==> src/rtl/serial_adder.sv <==
// Bit-serial adder: one full-adder cell, LSB-first, WIDTH cycles per operation.
// Defining SERIAL_ADDER_OVF_EN adds the ovf output (signed overflow flag).
module serial_adder #(
    parameter int WIDTH = 8
) (
    input  logic             clk,
    input  logic             rst_n,
    input  logic             in_valid,
    output logic             in_ready,
    input  logic [WIDTH-1:0] a,
    input  logic [WIDTH-1:0] b,
    input  logic             cin,
    output logic             out_valid,
    input  logic             out_ready,
    output logic [WIDTH-1:0] sum,
    output logic             cout
`ifdef SERIAL_ADDER_OVF_EN
   ,output logic             ovf
`endif
);

    localparam int CW = $clog2(WIDTH);
    localparam logic [CW-1:0] LAST = CW'(WIDTH - 1);

    typedef enum logic [1:0] {IDLE, RUN, DONE} state_t;

    state_t           state;
    logic [WIDTH-1:0] a_sh;
    logic [WIDTH-1:0] b_sh;
    logic [WIDTH-1:0] sum_r;
    logic             carry;
    logic             cout_r;
    logic [CW-1:0]    cnt;
    logic             bit_s;
    logic             c_next;
    logic             last_bit;

    assign bit_s    = a_sh[0] ^ b_sh[0] ^ carry;
    assign c_next   = (a_sh[0] & b_sh[0]) | (carry & (a_sh[0] ^ b_sh[0]));
    assign last_bit = (state == RUN) && (cnt == LAST);

    assign sum  = sum_r;
    assign cout = cout_r;

    always_ff @(posedge clk or negedge rst_n) begin
        if (!rst_n) begin
            state     <= IDLE;
            in_ready  <= 1'b1;
            out_valid <= 1'b0;
            a_sh      <= '0;
            b_sh      <= '0;
            sum_r     <= '0;
            carry     <= 1'b0;
            cout_r    <= 1'b0;
            cnt       <= '0;
        end else begin
            case (state)
                IDLE: begin
                    if (in_valid) begin
                        a_sh     <= a;
                        b_sh     <= b;
                        carry    <= cin;
                        cnt      <= '0;
                        in_ready <= 1'b0;
                        state    <= RUN;
                    end
                end
                RUN: begin
                    // Result bits enter from the MSB side so bit 0 lands at sum[0] after WIDTH shifts.
                    sum_r <= {bit_s, sum_r[WIDTH-1:1]};
                    a_sh  <= {1'b0, a_sh[WIDTH-1:1]};
                    b_sh  <= {1'b0, b_sh[WIDTH-1:1]};
                    carry <= c_next;
                    cnt   <= cnt + 1'b1;
                    if (cnt == LAST) begin
                        cout_r    <= c_next;
                        out_valid <= 1'b1;
                        state     <= DONE;
                    end
                end
                DONE: begin
                    if (out_ready) begin
                        out_valid <= 1'b0;
                        in_ready  <= 1'b1;
                        state     <= IDLE;
                    end
                end
                default: begin
                    out_valid <= 1'b0;
                    in_ready  <= 1'b1;
                    state     <= IDLE;
                end
            endcase
        end
    end

`ifdef SERIAL_ADDER_OVF_EN
    // Carry into the MSB is the carry flop during the last bit; carry out is c_next.
    always_ff @(posedge clk or negedge rst_n) begin
        if (!rst_n) begin
            ovf <= 1'b0;
        end else if (last_bit) begin
            ovf <= carry ^ c_next;
        end
    end
`endif

endmodule

==> config.mk <==
export PLATFORM = sky130hd
export DESIGN_NAME = serial_adder
export DESIGN_NICKNAME = d
export VERILOG_FILES = /design/src/rtl/serial_adder.sv
export SDC_FILE = /design/constraint.sdc
export NUM_CORES = 1
export LEC_CHECK = 0
export BUFFER_PORTS_ARGS = -buffer_cell sky130_fd_sc_hd__buf_2
export CAP_MARGIN = 10
export CORE_MARGIN = 2
export CORE_UTILIZATION = 29
export DETAILED_ROUTE_END_ITERATION = 10
export PLACE_DENSITY = 0.54
export SLEW_MARGIN = 40
export SYNTH_ARGS = -nofsm -noshare
export SYNTH_HDL_FRONTEND = slang
export SYNTH_SLANG_ARGS = --single-unit
==> constraint.sdc <==
create_clock -name clk -period 2.7 [get_ports clk]
set_clock_uncertainty 0.1 [all_clocks]
set_input_delay 0.135 -clock clk [delete_from_list [all_inputs] [get_ports clk]]
set_output_delay 0.135 -clock clk [all_outputs]
set_load 0.02 [all_outputs]
==> run summary <==
status: completed
Placer Congestion: 0.656
CP Class: flop to flop
Longest Clk Path Bufs: 2
#FFs+latches synth: 33
r2r setup slk: 0.79 ns
leak pwr: 0.840 nW
vias in the first global route: 1193
Post-DRT Antenna Nets: 0
# DRC: 0
Final Hold Vio Count: 0
GRT Util Overall: 12.2%
Main synth FF type: dfrtp_1
crit start category: flop
CTS tree: built
Core Rows: 27
root buffer cell: clkbuf_8
number of distinct library cells after synthesis: 29
ratio of cells with drive above 1 in the final layout: 33.0%
Final Critical Period: 1.91 ns
Synth Net Count: 179
Die W: 79.8 um
first-pass GRT wire length: 5.92 mm
Req. time, crit path: 2.76 ns
final setup fails: 0
Critical Path Fanout Max: 16
Pre-antenna DRT Iters: 4
initial antenna violation count: 0
largest net degree at the start of global routing: 34
area grow syn2layout: 14.9%
Core Footprint: 5540 um2
Peak supply drop: 388 uV
DR vias: 1249
Chip Height: 79.8 um
Syn Area/Cell: 10.8 um2
sequential-to-total area share from yosys stat: 49.6%
htree depth: 2
CP cell instances: nor2b_2, nand2_1, mux2_1
die area: 6370 um2
crit path DAT: 1.98 ns
PwrDens: 1140 nW/um2
Vias/cell: 4.86
final setup margin: 0.786 ns
Max-cap violations: 0
cts repair resizes: 0
CP bufs+invs: 0
WL per Instance: 14.0 um
DP Worst Slack: 0.824 ns
remaining global-route overflow: 0
clock sink count: 33
fill count: 593
CP top delay family: flip-flops
Slowest cell on crit path: dfrtp_1
DP HPWL: 2.42 mm
Hold Crit Class: input pin to flop
Synth Instances: 155
DRT iter0 DRCs: 65
Rel. slew slack: 62.9%
Routed WL: 3.60 mm
Num CTS Buffers: 5
RSZ-0062 raised after global routing: no
# port buffers: 31
initial core utilization: 30.1%
Worst Max-Slew Pin Slew: 0.556 ns
Critical Path Max Stage Delay: 0.69 ns
post-route setup TNS: 0 ns
# IOs: 32
final-stage net count: 208
Antenna Cells: 0
Setup Buffers After CTS: 0
f_max: 0.523 GHz
Ys Warns: 0
Tcrit/Tclk final: 70.9%
Slew Viols, Final: 0
crit end category: flop
footprint of the multi-input gates: 718 um2
clk_lat worst skew: 0.28 ns
Post-synth EDFFs: 0
sequential cell area: 827 um2
FFs w/ async S/R, synth: 100%
clk slew on worst S/H paths: 0.07 ns
Cell Area, Synth: 1670 um2
worst reg2reg max path, delay by kind of cell, from the launching register on:
| family | cells | cell delay [ns] |
|---|---|---|
| muxes | 1 | 0.32 |
| and+or+nand+nor | 2 | 0.68 |
| DFF | 1 | 0.69 |
area by class of cell:
| type | count | share of cell area [%] |
|---|---|---|
| multi-input cells | 108 | 37.5 |
| repair buffers | 35 | 10.2 |
| well taps | 72 | 4.71 |
| clock buffers | 8 | 4.18 |
| inverters | 1 | 0.196 |
| flip-flops and latches | 33 | 43.2 |
cells by family (layout without fill, tap and decap cells):
logic type / Yosys count / in the layout / share of synthesized area (%)
AOI/OAI and AO/OA: 35 / 35 / 16.4
buffers and inverters: 14 / 44 / 7.28
adders and majority gates: 3 / 3 / 2.70
and+or+nand+nor: 69 / 69 / 23.3
muxes: 1 / 1 / 0.676
DFF: 33 / 33 / 49.6
synth_stat cells (4+ instances only):
cell type	count	share of area (%)
buf_2	4	1.2
o32ai_1	5	2.6
o22ai_1	11	4.1
nor3_1	12	3.6
nand2_1	28	6.3
nor2_1	11	2.5
o22ai_2	4	3.0
dfrtp_1	32	48
buf_6	6	4.1
o21ai_0	6	1.8
nor3_2	12	7.2
layout by cell type (no fill, tap or decap), drive strengths merged, types with 2 or more instances in the layout:
cell / Yosys / routed
ha: 2 / 2
dfrtp: 32 / 32
o21ai: 7 / 7
dlygate4sd3: 0 / 3
a22o: 2 / 2
nand2b: 2 / 2
nand2: 29 / 29
nor2: 11 / 11
clkbuf: 0 / 8
nor3: 24 / 24
buf: 13 / 32
a21oi: 2 / 2
o22ai: 15 / 15
o32ai: 7 / 7
worst paths after layout:
| check | from | end | depth (start not counted) |
|---|---|---|---|
| max | state[0] | cout | 3 |
| min | a[7] | a_sh[7] | 3 |
| max reg2reg | state[0] | cout | 3 |
| min reg2reg | sum[0] | sum[0] | 2 |
| max in group asynchronous | rst_n | in_ready | 2 |
| min in group asynchronous | rst_n | sum[0] | 2 |
sequential cells by signal, indices dropped and copies added (netlist names):
name       flops
out_valid      1
b_sh           8
a_sh           8
cnt            3
carry          1
sum            8
cout           1
state          2
in_ready       1
through the flow:
stage / hold WS [ns] / util [%] / cells / total power (W) / area (um2)
CTS: 0.0122 / 34.5 / 257 / 0.00220 / 1910
finish: 0.00778 / 34.6 / 257 / 0.00218 / 1910
global placement: 0.147 / 32.5 / 246 / 0.00181 / 1800
global route: 0.0311 / 34.6 / 257 / 0.00237 / 1910
detailed placement: 0.148 / 32.5 / 246 / 0.00184 / 1800
floorplan: -0.261 / - / 155 / 0.00167 / 1670
repair_timing:
action,CTS,global route
hold endpoints to repair,34,0
setup endpoints to repair,0,0
hold buffers,3,0
report_power, final:
group / internal, W / switching, W
combinational: 0.000366 / 0.000514
sequential: 0.000730 / 0.000209
clock: 0.000183 / 0.000174
total: 0.00128 / 0.000898
layer usage:
layer / share of wire [%] / GRT usage [%]
met1: 47 / 16.1
met2: 46 / 18.7
met3: 5.1 / 3.73
met4: 1.7 / 4.58
met5: 0 / 0
Note: power is estimated with default switching activity, not from simulation.
